## src/rtl/write_back_stage_pkg.sv

```systemverilog
// rtl/write_back_stage_pkg.sv - shared encodings for the WB stage
package write_back_stage_pkg;

    localparam int XLEN      = 32;
    localparam int INSTRET_W = 64;

    typedef enum logic [1:0] {
        WB_SEL_ALU  = 2'b00,
        WB_SEL_LOAD = 2'b01,
        WB_SEL_PC4  = 2'b10,
        WB_SEL_CSR  = 2'b11
    } wb_sel_e;

    localparam logic [2:0] FUNCT3_LB  = 3'b000;
    localparam logic [2:0] FUNCT3_LH  = 3'b001;
    localparam logic [2:0] FUNCT3_LW  = 3'b010;
    localparam logic [2:0] FUNCT3_LBU = 3'b100;
    localparam logic [2:0] FUNCT3_LHU = 3'b101;

endpackage

```

## src/rtl/write_back_stage_load_align.sv

```systemverilog
// rtl/write_back_stage_load_align.sv - byte/half select and extension of load data
module write_back_stage_load_align
    import write_back_stage_pkg::*;
(
    input  logic [2:0]      funct3,
    input  logic [1:0]      offset,
    input  logic [XLEN-1:0] word,
    output logic [XLEN-1:0] data
);

    logic [7:0]  sel_byte;
    logic [15:0] sel_half;

    always_comb begin
        sel_byte = 8'h00;
        case (offset)
            2'd0:    sel_byte = word[7:0];
            2'd1:    sel_byte = word[15:8];
            2'd2:    sel_byte = word[23:16];
            default: sel_byte = word[31:24];
        endcase
    end

    // offset[0] is ignored for halfwords: misaligned accesses trap before WB
    assign sel_half = offset[1] ? word[31:16] : word[15:0];

    always_comb begin
        data = word;
        case (funct3)
            FUNCT3_LB:  data = {{24{sel_byte[7]}}, sel_byte};
            FUNCT3_LH:  data = {{16{sel_half[15]}}, sel_half};
            FUNCT3_LBU: data = {24'h000000, sel_byte};
            FUNCT3_LHU: data = {16'h0000, sel_half};
            default:    data = word;
        endcase
    end

endmodule

```

## src/rtl/write_back_stage.sv

```systemverilog
// rtl/write_back_stage.sv - MEM/WB register, result select, register-file write and instret
module write_back_stage
    import write_back_stage_pkg::*;
(
    input  logic                 i_clk,
    input  logic                 i_rst,
    input  logic                 i_valid,
    input  logic                 i_flush,
    input  logic                 i_rd_we,
    input  logic [4:0]           i_rd_addr,
    input  logic [1:0]           i_wb_sel,
    input  logic [2:0]           i_funct3,
    input  logic [XLEN-1:0]      i_alu_result,
    input  logic [XLEN-1:0]      i_load_data,
    input  logic [XLEN-1:0]      i_pc,
    input  logic [XLEN-1:0]      i_csr_rdata,
    output logic                 o_rd_we,
    output logic [4:0]           o_rd_addr,
    output logic [XLEN-1:0]      o_rd_data,
    output logic                 o_retire,
    output logic [INSTRET_W-1:0] o_instret
);

    logic                 r_valid;
    logic                 r_rd_we;
    logic [4:0]           r_rd_addr;
    wb_sel_e              r_wb_sel;
    logic [2:0]           r_funct3;
    logic [XLEN-1:0]      r_alu_result;
    logic [XLEN-1:0]      r_load_data;
    logic [XLEN-1:0]      r_pc;
    logic [XLEN-1:0]      r_csr_rdata;
    logic [INSTRET_W-1:0] instret_q;
    logic [XLEN-1:0]      load_value;

    // WB never stalls: the register reloads every edge; a flush turns the slot into a bubble
    always_ff @(posedge i_clk or posedge i_rst) begin
        if (i_rst) begin
            r_valid      <= 1'b0;
            r_rd_we      <= 1'b0;
            r_rd_addr    <= 5'd0;
            r_wb_sel     <= WB_SEL_ALU;
            r_funct3     <= 3'd0;
            r_alu_result <= '0;
            r_load_data  <= '0;
            r_pc         <= '0;
            r_csr_rdata  <= '0;
            instret_q    <= '0;
        end else begin
            r_valid      <= i_valid & ~i_flush;
            r_rd_we      <= i_rd_we;
            r_rd_addr    <= i_rd_addr;
            r_wb_sel     <= wb_sel_e'(i_wb_sel);
            r_funct3     <= i_funct3;
            r_alu_result <= i_alu_result;
            r_load_data  <= i_load_data;
            r_pc         <= i_pc;
            r_csr_rdata  <= i_csr_rdata;
            if (r_valid) begin
                instret_q <= instret_q + 1'b1;
            end
        end
    end

    write_back_stage_load_align u_load_align (
        .funct3 (r_funct3),
        .offset (r_alu_result[1:0]),
        .word   (r_load_data),
        .data   (load_value)
    );

    always_comb begin
        o_rd_data = r_alu_result;
        case (r_wb_sel)
            WB_SEL_ALU:  o_rd_data = r_alu_result;
            WB_SEL_LOAD: o_rd_data = load_value;
            WB_SEL_PC4:  o_rd_data = r_pc + 32'd4;
            WB_SEL_CSR:  o_rd_data = r_csr_rdata;
            default:     o_rd_data = r_alu_result;
        endcase
    end

    assign o_rd_we   = r_valid & r_rd_we & (r_rd_addr != 5'd0);
    assign o_rd_addr = r_rd_addr;
    assign o_retire  = r_valid;
    assign o_instret = instret_q;

endmodule

```

## config.mk

```make
export PLATFORM = sky130hd
export DESIGN_NAME = write_back_stage
export DESIGN_NICKNAME = d
export VERILOG_FILES = /design/src/rtl/write_back_stage_pkg.sv /design/src/rtl/write_back_stage_load_align.sv /design/src/rtl/write_back_stage.sv
export SDC_FILE = /design/constraint.sdc
export NUM_CORES = 1
export LEC_CHECK = 0
export CORE_MARGIN = 1
export CORE_UTILIZATION = 48
export DETAILED_ROUTE_END_ITERATION = 8
export PLACE_DENSITY = 0.91
export SYNTH_ARGS = -nofsm -noshare
export SYNTH_HDL_FRONTEND = slang
export SYNTH_SLANG_ARGS = --single-unit
```

## constraint.sdc

```tcl
create_clock -name i_clk -period 9.2 [get_ports i_clk]
set_clock_uncertainty 0.15 [all_clocks]
set_input_delay 1.84 -clock i_clk [delete_from_list [all_inputs] [get_ports i_clk]]
set_output_delay 1.84 -clock i_clk [all_outputs]
set_load 0.01 [all_outputs]
```

==> impl_metrics.yaml, run 1 <==
run_status:
  status: "complete, no violations"
pwr:
  ir_drop_v: 0.0001563
  leakage_nw: 5.052
  total_power_mw: 2.114
  power.density_nw_per_um2: 177.8
routing:
  avgViaCountPerCell: 5.740
  ant_nets: 0
  drt_pass1_iterations: 5
  wl_per_cell_um: 20.00
  drt_iter0_drc: 521
  drcViolationCount: 0
  num_vias: 6894
  wirelength_um: 24020
logic_synthesis:
  synth-simple-area-share_pct: 17.15
  avgSynthCellArea_sq_um: 11.89
  syn_inst: 719
  ys.flop_type: "dfrtp_1"
  yosysUniqueCellTypes: 58
  synth_adder_area_share_pct: 0.2927
  synth.cell_area_sq_um: 8548
  syn_nets: 864
  synth.area.mux_share_pct: 3.601
  yosysSeqAreaShare_pct: 59.72
  synth-seq-cells: 204
  synth_top_family_by_area: "simple AND/OR/NAND/NOR gates"
  synth_edf_count: 0
  yosys_warnings: 0
  synth-async-reset-ratio_pct: 100.0
  synth-xor-area-share_pct: 8.914
  synth-compound-area-share_pct: 8.021
cells_and_area:
  drive_gt1_share_pct: 6.974
  nets: 1109
  syn2layout_area_growth_pct: 39.07
clock_tree:
  htreeDepth: 1
  root_buffer: "clkbuf_16"
  tritoncts: "yes"
  cts_sinks: 204
  insertion_delay_ps: 490
  max-clock-path-buffers: 3
  ctsHoldBuffers: 0
  cts_setup_buffers: 0
  clk_pin_slew_ps: 60
  cts_buffers: 23
  cts_resized: 0
die:
  coreArea_sq_um: 17360
  io_pins: 246
  fp.dieH_um: 135.5
  rows: 48
  die_x_um: 135.5
  die_area_sq_um: 18350
  start_util_pct: 49.25
setup_path:
  worstPathRequired_ps: 7210
  rrSetupSlack_ps: 6600
  crit_slowest_cell: "dfrtp_1"
  r2r_end: "o_instret[54]"
  crit_path_cell_trace: "inv_1, nand2_1, o311a_1, o21ai_0, a311oi_1, clkdlybuf4s50_1"
  slowest_delay_ps: 750
  cp.buffers_inverters: 2
  start_kind: "register"
  r2r_cells: 5
  critical_path.endpoint_type: "output pin"
  crit_fanout: 23
  critPathKind: "reg -> out"
  critPathLaunch: "r_funct3[1]"
  cp.arrival_ps: 3630
  cpLargestDelayFamily: "buffers and inverters"
  worstSetupPathDepth: 6
  r2r_start: "o_instret[8]"
  crit_end: "o_rd_data[18]"
grt:
  overflow: 0
  use_met3_pct: 7.220
  grt_pass1_wl_um: 37050
  global_route.usage.met1_pct: 31.12
  grtUsageTotal_pct: 26.37
  grt_max_degree: 125
  grt_pass1_vias: 7094
  antenna_found_initial: 3
  top_usage_layer: "met2"
  grtUsageMet2_pct: 44.90
flow_run:
  cap_violations: 0
place:
  place.gp.congestion: 0.9242
  hpwl_um: 16690
  port_buffers: 245
timing:
  rsz0062_at_grt: "false"
  setup_tns_ps: 0
  finalCritPeriodShare_pct: 61.09
  setup_violations: 0
  maxSlewViolCount: 0
  fmax_mhz: 177.9
  hold_violations: 0
  slew-limit-headroom_pct: 33.32
  min_period_ps: 5620
  worst_pin_slew_ps: 996.5
hold_path:
  hold_path_class: "reg -> reg"
[area by class of cell]
| type | instances | area (sq um) |
|---|---|---|
| timing repair buffer | 249 | 2482 |
| fill | 1233 | 5469 |
| antenna | 1 | 2.502 |
| inverter | 14 | 60.06 |
| tap | 225 | 281.5 |
| clock buffer | 29 | 618.1 |
| sequential | 204 | 5105 |
| multi-input combinational | 472 | 3247 |
| clock inverter | 7 | 91.34 |
[registers in the layout, summed over array words and instances (netlist names)]
name,count
o_instret,64
r_alu_result,32
r_csr_rdata,32
r_load_data,32
r_pc,32
o_rd_addr,5
r_funct3,3
r_wb_sel,2
o_retire,1
r_rd_we,1
[worst register-to-register path, cell delays in order (launching register included)]
cell and delay [ps]:
dfrtp_1 480, nand4_4 160, nor4_4 530, and4_1 750
nand4_1 240, xnor2_1 170
[kinds of logic after synthesis]
kind of cell             count (synthesis)
AO/OA/AOI/OAI                          105
XOR/XNOR                                87
adder cells (fa/ha/maj)                  2
buffers and inverters                   43
flip-flops                             204
multiplexers                            19
AND/OR/NAND/NOR                        259
[cells in the mapped netlist (5+ instances only)]
library cell	instances	share of area (%)
mux2i_1	6	0.70
nand3_1	50	2.9
nor3_1	18	1.1
nand2_1	53	2.3
xnor2_1	44	4.5
buf_1	5	0.22
xor2_1	43	4.4
buf_2	5	0.29
nor2b_1	13	0.95
mux4_2	9	2.4
and2_1	5	0.37
a21oi_1	19	1.1
and4_1	7	0.72
o211ai_1	8	0.70
nand4_1	24	1.8
nor2_1	33	1.4
o21ai_0	29	1.7
nand2b_1	11	0.81
dfrtp_1	204	60
a22oi_1	9	0.79
and3_1	17	1.2
o22ai_1	5	0.37
inv_1	14	0.61
nor4_1	6	0.44
a31oi_1	7	0.51
clkbuf_1	16	0.70
[worst min-delay path by stage]
stage | start | endpoint | slack, ps | cells after the start
CTS | o_instret[61] | o_instret[61] | 340 | 1
floorplan | o_instret[63] | o_instret[63] | 350 | 1
finish | o_instret[61] | o_instret[61] | 340 | 1
detailed placement | o_instret[61] | o_instret[61] | 330 | 1
global route | o_instret[61] | o_instret[61] | 360 | 1
global placement | o_instret[63] | o_instret[63] | 310 | 1
[cells in the final DEF, fill, tap and decap left out, types with 8 or more instances in the layout]
cell type        count
clkdlybuf4s50_1    245
dfrtp_1            204
nand2_1             53
nand3_1             50
xnor2_1             44
xor2_1              43
nor2_1              33
o21ai_0             29
nand4_1             24
clkbuf_16           23
a21oi_1             19
nor3_1              18
and3_1              17
inv_1               13
nor2b_1             13
nand2b_1            11
a22oi_1              9
mux4_2               9
o211ai_1             8
[where the power goes]
group	internal [mW]	switching, mW	leakage [nW]
Clock	0.526	0.347	0.347
Combinational	0.147	0.110	2.19
Sequential	0.941	0.0428	2.52
[through the flow]
stage          worst slack [ps]  hold slack (ps)  cells  utilization [%]  cell area (sq um)
5_1_grt                    3393            361.0   1201            68.49              11890
2_1_floorplan              1643            353.9    719                -               8548
4_1_cts                    3657            340.3   1200            68.48              11890
3_5_place_dp               4214            333.4   1164            64.39              11180
3_3_place_gp               4250            307.6   1164            64.39              11180
6_report                   3580            340.9   1201            68.49              11890
[per-layer routing]
layer / share of wire (%) / vias up
met5: 0.10 / -
met4: 4.9 / 4
met3: 9.4 / 84
met2: 49 / 386
met1: 37 / 3370
li1: - / 3050
No activity file was read; power rests on OpenSTA's default activity.
==> inputs of run 2 (changes only) <==
==> constraint.sdc (replaced) <==
create_clock -name i_clk -period 5.6 [get_ports i_clk]
set_clock_uncertainty 0.15 [all_clocks]
set_input_delay 1.12 -clock i_clk [delete_from_list [all_inputs] [get_ports i_clk]]
set_output_delay 1.12 -clock i_clk [all_outputs]
set_load 0.01 [all_outputs]
==> impl_metrics.yaml, run 2 (synthesis gave the netlist of run 1 again) <==
timing:
  rsz0062_at_grt: "false"
  setup_tns_ps: 0
  setup_violations: 0
  slew-limit-headroom_pct: 31.64
  hold_violations: 0
  min_period_ps: 4802
  fmax_mhz: 208.3
  worst_pin_slew_ps: 1022
  finalCritPeriodShare_pct: 85.75
  maxSlewViolCount: 0
setup_path:
  cp.arrival_ps: 3530
  worstPathRequired_ps: 4330
  crit_fanout: 25
  critPathKind: "reg -> out"
  critical_path.endpoint_type: "output pin"
  start_kind: "register"
pwr:
  power.density_nw_per_um2: 297.1
  leakage_nw: 5.089
  ir_drop_v: 0.0002664
clock_tree:
  tritoncts: "yes"
  root_buffer: "clkbuf_16"
  cts_resized: 0
  cts_setup_buffers: 0
  cts_buffers: 23
  clk_pin_slew_ps: 60
  cts_sinks: 204
  max-clock-path-buffers: 3
  ctsHoldBuffers: 0
  htreeDepth: 1
  insertion_delay_ps: 490
die:
  coreArea_sq_um: 17360
  io_pins: 246
  die_x_um: 135.5
  die_area_sq_um: 18350
  rows: 48
  start_util_pct: 49.25
  fp.dieH_um: 135.5
hold_path:
  hold_path_class: "reg -> reg"
routing:
  drcViolationCount: 0
  wl_per_cell_um: 20.32
  drt_pass1_iterations: 5
  wirelength_um: 24520
  avgViaCountPerCell: 5.644
  drt_iter0_drc: 441
  num_vias: 6812
  ant_nets: 0
cells_and_area:
  syn2layout_area_growth_pct: 40.11
  largest_register_ffs: 64
  final_common_cell: "clkdlybuf4s50_1"
  utilization_pct: 69.00
  regArea_sq_um: 5105
  drive_gt1_share_pct: 7.951
  num-fill-cells: 1225
  layout_common_cells: "clkdlybuf4s50_1, dfrtp_1, nand2_1"
  multi_input_area_sq_um: 3247
  nets: 1112
place:
  hpwl_um: 17120
  place.gp.congestion: 0.9321
  port_buffers: 245
grt:
  overflow: 0
  grtUsageTotal_pct: 27.17
  grt_pass1_vias: 6986
  grt_max_degree: 134
  antenna_found_initial: 1
  grt_pass1_wl_um: 37900
run_status:
  status: "complete, no violations"
flow_run:
  cap_violations: 0
==> run 2: cell types whose count changed in the layout (fill, tap and decap cells not counted), sizes merged <==
cell / previous run / this run
inv: 14 / 13
bufinv: 2 / 3
clkinv: 4 / 6
clkbuf: 29 / 26
buf: 4 / 7
clkinvlp: 1 / 5
==> run 2: critical path: stages (launching register included) <==
cell,delay [ps]
dfrtp_1,850
nor2b_1,280
a22o_1,190
o311a_1,490
o21ai_0,190
a311oi_1,400
clkdlybuf4s50_1,630
==> run 2: cell type report <==
class	instances	share of cell area, %
flip-flops and latches	204	42.62
multi-input cells	472	27.11
repair buffers	252	21.02
clock buffers	26	5.150
well taps	225	2.351
clock inverters	13	1.254
inverters	14	0.4701
diodes	1	0.02089
==> run 2: through the flow <==
stage          hold slack, ps  total power [mW]  instance area [sq um]  cells  worst slack, ps
6_report                315.4             3.558                  11980   1207            798.2
5_1_grt                 346.6             3.683                  11970   1206            629.5
4_1_cts                 319.0             3.583                  11970   1206            905.7
3_5_place_dp            310.9             2.057                  11210   1167             1429
3_3_place_gp            309.2             2.045                  11210   1167             1472
2_1_floorplan           353.9             1.797                   8552    719             1686
==> run 2: layer usage <==
| layer | routed length [um] | up-vias | GRT usage [%] |
|---|---|---|---|
| met3 | 2435 | 72 | 8.230 |
| met5 | 12 | - | 0 |
| met1 | 8901 | 3335 | 32.18 |
| met2 | 12140 | 352 | 46.47 |
| met4 | 1033 | 2 | 10.17 |
| li1 | - | 3051 | - |
==> run 2: final timing paths <==
path                                      start              end  slack, ps  cells after the start
worst max-delay path            r_alu_result[1]    o_rd_data[18]        800                      6
worst min-delay path              o_instret[63]    o_instret[63]        320                      1
worst max register to register     o_instret[8]    o_instret[48]       3020                      5
worst min register to register    o_instret[63]    o_instret[63]        320                      1
max in group asynchronous                 i_rst  r_load_data[30]       3480                      3
min in group asynchronous                 i_rst    o_instret[10]        820                      2
==> run 2: report_power, final <==
part           internal [mW]  switching, mW
Sequential              1.55         0.0666
Clock                  0.925          0.593
Combinational          0.242          0.185
==> variant 1: new RTL, config.mk and constraints of run 2 <==
Put one more register stage on the output `o_rd_addr`, without a reset. The value now appears one clock later. The other outputs are not delayed to match.
--- a/src/rtl/write_back_stage.sv
+++ b/src/rtl/write_back_stage.sv
@@ -83,3 +83,5 @@
     assign o_rd_we   = r_valid & r_rd_we & (r_rd_addr != 5'd0);
-    assign o_rd_addr = r_rd_addr;
+    always_ff @(posedge i_clk) begin
+        o_rd_addr <= r_rd_addr;
+    end
     assign o_retire  = r_valid;
Behaviour: not the same (Yosys sat finds a counterexample within 4 cycles, from zero or initial values and one cycle with i_rst high).
==> variant 1 against run 2 <==
  * Hold slack got worse by 0.11 ns
  * Sequential cell count is 5 higher
  * Critical path type unchanged
  * Synthesized cell count rose by 0.70%
  * Die area is 1.2% higher
  * Design area up 0.87%
  * Fmax decreased by 0.89%
  * Critical endpoint unchanged
  * Total power is 1.8% higher
  * Setup slack worse by 0.043 ns
  * Synthesized area rose by 1.2%
  * Wire length shrank 3.2%
==> variant 1: results (changes against run 2) <==
----------------------------------------------------
[Outcome]
  Run status ... finished, final reports clean (unchanged)

[Layout]
  Share of post-route cells with drive strength above 1 ... 0.0740 (was 0.0795)
  Fill count ... 1,202 (was 1,225)
  Nets@finish ... 1,116 (was 1,112)
  Final cell count without fillers ... 1,213 (was 1,207)
  Largest register FFs ... 64 (unchanged)

[Place]
  Setup slack after placement ... 1.40 ns (was 1.43 ns)
  Detailed placer's ending HPWL ... 16.7 mm (was 17.1 mm)
  Global placer's final weighted congestion ... 0.892 (was 0.932)
  Count of buffers inserted at the top-level ports ... 245 (unchanged)
  Cell area after placement ... 11,300 um^2 (was 11,200 um^2)

[Drt]
  Number of vias in the routed layout ... 6,761 (was 6,812)
  Drt first-iter violations ... 469 (was 441)
  DRT Wirelength ... 23.7 mm (was 24.5 mm)

[Synthesis]
  Sequential cell area fraction in the yosys report ... 0.602 (was 0.597)
  Distinct cells, synth ... 59 (was 58)
  Commonest cells in the netlist ... sky130_fd_sc_hd__dfrtp_1, sky130_fd_sc_hd__nand2_1, sky130_fd_sc_hd__nand3_1, sky130_fd_sc_hd__xnor2_1, sky130_fd_sc_hd__xor2_1 (unchanged)
  Proportion of register bits with asynchronous set or reset after synthesis ... 0.976 (was 1.00)
  Top post-synthesis cells by area ... sky130_fd_sc_hd__dfrtp_1, sky130_fd_sc_hd__xnor2_1, sky130_fd_sc_hd__xor2_1 (unchanged)
  Synthesized netlist net count ... 869 (was 864)
  Mean area per synthesized cell ... 11.9 um^2 (about the same)

[Pwr]
  Peak supply drop ... 0.279 mV (was 0.266 mV)
  Switching share of power ... 0.233 (was 0.237)
  Static Leakage ... 5.13 nW (was 5.09 nW)

[Hold path]
  Worst hold path class ... register to register (unchanged)
  Worst hold start ... r_rd_addr[0] (was o_instret[63])

[Global routing]
  Global-route wire length before repair ... 37.0 mm (was 37.9 mm)
  Total global-route track usage ... 0.260 (was 0.272)
  Maximum number of pins on one net before global-route repair ... 134 (unchanged)
  Number of antenna violations at the first check in global routing ... 6 (was 1)
  Via count of the first global-routing pass ... 6,977 (was 6,986)

[Clock network]
  Clock-pin transition on the worst setup and hold timing paths ... 0.06 ns (about the same)
  Inserted Clock Buffers ... 23 (unchanged)

[Setup path]
  Worst R2R Start ... o_instret[8] (unchanged)
  Crit path arrival time ... 3.57 ns (was 3.53 ns)

[Timing]
  Relative max-transition margin ... 0.385 (was 0.316)

----------------------------------------------------
variant 1: cell types whose count changed in the layout (fill, tap and decap cells not counted), sizes merged:
cell	run 2	this run
clkbuf	26	33
dfxtp	0	5
clkinv	6	3
clkinvlp	5	2
buf	7	6
diode	1	2
variant 1: power by group through the flow:
| stage | Clock, W | Sequential (W) | Combinational [W] |
|---|---|---|---|
| floorplan | 0 | 0.00166 | 0.000172 |
| global placement | 0 | 0.00167 | 0.000416 |
| detailed placement | 0 | 0.00168 | 0.000420 |
| CTS | 0.00157 | 0.00165 | 0.000426 |
| global route | 0.00163 | 0.00166 | 0.000457 |
| finish | 0.00155 | 0.00165 | 0.000423 |
variant 1: cells by family (layout without fill, tap and decap cells):
group,Yosys count,count (layout),share of synthesized area
AO/OA/AOI/OAI,105,105,0.0793
multiplexers,19,19,0.0356
XOR/XNOR,87,87,0.0881
other,0,2,0
flip-flops,209,209,0.602
adder cells (fa/ha/maj),2,2,0.00289
AND/OR/NAND/NOR,259,259,0.170
buffers and inverters,43,305,0.0227
variant 1: path summary, 6_finish.rpt:
kind | end | slack, ns | cells past startpoint
setup / recovery | o_rd_data[18] | 0.76 | 6
hold / removal | o_rd_addr[0] | 0.21 | 0
setup reg to reg | o_instret[48] | 3.06 | 5
hold reg to reg | o_rd_addr[0] | 0.21 | 0
max in group asynchronous | o_instret[49] | 3.56 | 3
min in group asynchronous | r_csr_rdata[3] | 1.02 | 3
variant 1: per-layer routing:
metal / global-route usage / part of all wire
met5: 0 / 0.0021
met1: 0.312 / 0.36
met3: 0.0776 / 0.094
met2: 0.432 / 0.49
met4: 0.117 / 0.049
variant 1: stage by stage:
| stage | util | hold WS, ns |
|---|---|---|
| 6_report | 0.694 | 0.209 |
| 5_1_grt | 0.693 | 0.224 |
| 4_1_cts | 0.693 | 0.215 |
| 3_5_place_dp | 0.649 | 0.203 |
| 3_3_place_gp | 0.649 | 0.191 |
| 2_1_floorplan | - | 0.189 |
variant 1: layout make-up:
cell class | instances | share of cell area
Clock buffer | 33 | 0.0549
Antenna cell | 2 | 0.000414
Tap cell | 225 | 0.0233
Inverter | 14 | 0.00466
Sequential cell | 209 | 0.431
Timing Repair Buffer | 251 | 0.208
Clock inverter | 7 | 0.00932
Multi-Input combinational cell | 472 | 0.269
variant 1: worst reg2reg max path: cells and delay by family (launching register included):
family	cells	cell delay, ns
simple gates	4	1.59
flops	1	0.50
xor+xnor	1	0.18
==> variant 2: new RTL, config.mk and constraints of run 2 <==
Without the edit above. Add an input register stage for `i_rd_addr`, without a reset; this delays it by one clock. The other inputs are not delayed to match.
--- a/src/rtl/write_back_stage.sv
+++ b/src/rtl/write_back_stage.sv
@@ -22,2 +22,8 @@
 );
+
+    logic [4:0] i_rd_addr_q;
+
+    always_ff @(posedge i_clk) begin
+        i_rd_addr_q <= i_rd_addr;
+    end
 
@@ -51,3 +57,3 @@
             r_rd_we      <= i_rd_we;
-            r_rd_addr    <= i_rd_addr;
+            r_rd_addr    <= i_rd_addr_q;
             r_wb_sel     <= wb_sel_e'(i_wb_sel);
Function: changed (Yosys sat finds a counterexample within 4 cycles, from zero or initial values and one cycle with i_rst high).
==> variant 2 against run 2 <==
  * Sequential cell count up 5
  * Highest routed layer unchanged
  * Total power grew 3.5%
  * Setup slack got worse by 0.095 ns
  * Clock power up 6%
  * Count of clock-buffer cells in the layout is 6 higher
  * Non-clock buffer count fell by 2
  * Design area grew 1.1%
  * Combinational power shrank 2%
  * Fmax fell by 1.9%
  * Cell count rose by 0.41%
  * Synthesized area up 1.2%
  * Wire length shrank 0.49%
==> variant 2: results (changes against run 2) <==
----------------------------------------------------
[Global routing]
  Global-route wire length before repair ... 37.4 mm (was 37.9 mm)
  Via count of the first global-routing pass ... 7,168 (was 6,986)
  Number of antenna violations at the first check in global routing ... 4 (was 1)
  Total global-route track usage ... 0.263 (was 0.272)

[Synthesis]
  Distinct cells, synth ... 59 (was 58)
  Proportion of register bits with asynchronous set or reset after synthesis ... 0.976 (was 1.00)
  Synthesized netlist net count ... 869 (was 864)
  Top post-synthesis cells by area ... sky130_fd_sc_hd__dfrtp_1, sky130_fd_sc_hd__xnor2_1, sky130_fd_sc_hd__xor2_1 (unchanged)
  Sequential cell area fraction in the yosys report ... 0.602 (was 0.597)

[Outcome]
  Run status ... finished, final reports clean (unchanged)

[Drt]
  Number of vias in the routed layout ... 6,990 (was 6,812)
  Average detailed-routed wire length per instance ... 20.1 um (was 20.3 um)
  Drt first-iter violations ... 514 (was 441)

[Clock network]
  CTS root buffer ... sky130_fd_sc_hd__clkbuf_16 (unchanged)
  Maximum clock insertion buffer count ... 3 (unchanged)
  Inserted Clock Buffers ... 23 (unchanged)

[Timing]
  Min setup slack post-route ... 0.703 ns (was 0.798 ns)
  Transition time of the tightest slew-check pin ... 0.899 ns (was 1.02 ns)

[Setup path]
  Critical path capture point ... o_rd_data[18] (unchanged)
  CP Launch Point ... r_funct3[1] (was r_alu_result[1])
  Crit path arrival time ... 3.63 ns (was 3.53 ns)
  Internal reg-to-reg setup slack ... 2.98 ns (was 3.02 ns)
  Endpoint of the worst register-to-register path ... o_instret[62] (was o_instret[48])
  Maximum net fanout on the critical path ... 23 (was 25)

[Place]
  Global placer's final weighted congestion ... 0.923 (was 0.932)
  Setup slack after placement ... 1.40 ns (was 1.43 ns)
  Cell area after placement ... 11,300 um^2 (was 11,200 um^2)
  Detailed placer's ending HPWL ... 17.0 mm (was 17.1 mm)

[Layout]
  Nets@finish ... 1,115 (was 1,112)
  Share of post-route cells with drive strength above 1 ... 0.0752 (was 0.0795)
  Fill count ... 1,202 (was 1,225)

[Pwr]
  Static Leakage ... 5.15 nW (was 5.09 nW)
  Peak supply drop ... 0.276 mV (was 0.266 mV)

----------------------------------------------------
-- variant 2: critical path: stages, from the launching register on --
cell and delay (ns):
sky130_fd_sc_hd__dfrtp_1 0.81, sky130_fd_sc_hd__inv_1 0.55, sky130_fd_sc_hd__nand2_1 0.21, sky130_fd_sc_hd__o311a_1 0.47
sky130_fd_sc_hd__o21ai_0 0.18, sky130_fd_sc_hd__a311oi_1 0.29, sky130_fd_sc_hd__clkdlybuf4s50_1 0.60
-- variant 2: layer usage --
metal | GRT usage | wire [um]
met4 | 0.106 | 1030
met2 | 0.443 | 11900
met3 | 0.0776 | 2380
met5 | 0 | 29
met1 | 0.314 | 9090
-- variant 2: area by class of cell --
class                           count  area (um^2)  share of cell area
Antenna cell                        3         7.51            0.000620
Clock buffer                       32          679              0.0561
Clock inverter                      7          135              0.0112
Inverter                           14         56.3             0.00465
Multi-Input combinational cell    472         3250               0.268
Sequential cell                   209         5200               0.430
Tap cell                          225          282              0.0232
Timing Repair Buffer              250         2500               0.207
-- variant 2: logic make-up after synthesis --
kind of cell	after synthesis	share of synthesized area
adder cells (fa/ha/maj)	2	0.00289
AND/OR/NAND/NOR	259	0.170
multiplexers	19	0.0356
buffers and inverters	43	0.0227
flip-flops	209	0.602
AO/OA/AOI/OAI	105	0.0793
XOR/XNOR	87	0.0881
-- variant 2: stage by stage --
step / hold WS (ns) / util / total power, W / cells
floorplan: 0.166 / - / 0.00184 / 724
CTS: 0.179 / 0.695 / 0.00371 / 1209
global placement: 0.166 / 0.648 / 0.00208 / 1170
finish: 0.177 / 0.696 / 0.00368 / 1212
global route: 0.181 / 0.695 / 0.00381 / 1210
detailed placement: 0.171 / 0.648 / 0.00209 / 1170
-- variant 2: power by group --
part	switching (W)	total [W]	leakage (nW)	internal, W
clock	0.000589	0.00161	0.404	0.00102
combinational	0.000178	0.000419	2.19	0.000241
sequential	0.0000702	0.00165	2.56	0.00158
-- variant 2: worst min path at each step --
stage,startpoint,endpoint,depth (start not counted),slack [ns]
after global routing,i_rd_addr_q[0],o_rd_addr[0],0,0.18
final,i_rd_addr_q[0],o_rd_addr[0],0,0.18
after detailed placement,i_rd_addr_q[0],o_rd_addr[0],0,0.17
after CTS,i_rd_addr_q[0],o_rd_addr[0],0,0.18
after global placement,i_rd_addr_q[1],o_rd_addr[1],0,0.17
after floorplan,i_rd_addr_q[0],o_rd_addr[0],0,0.17
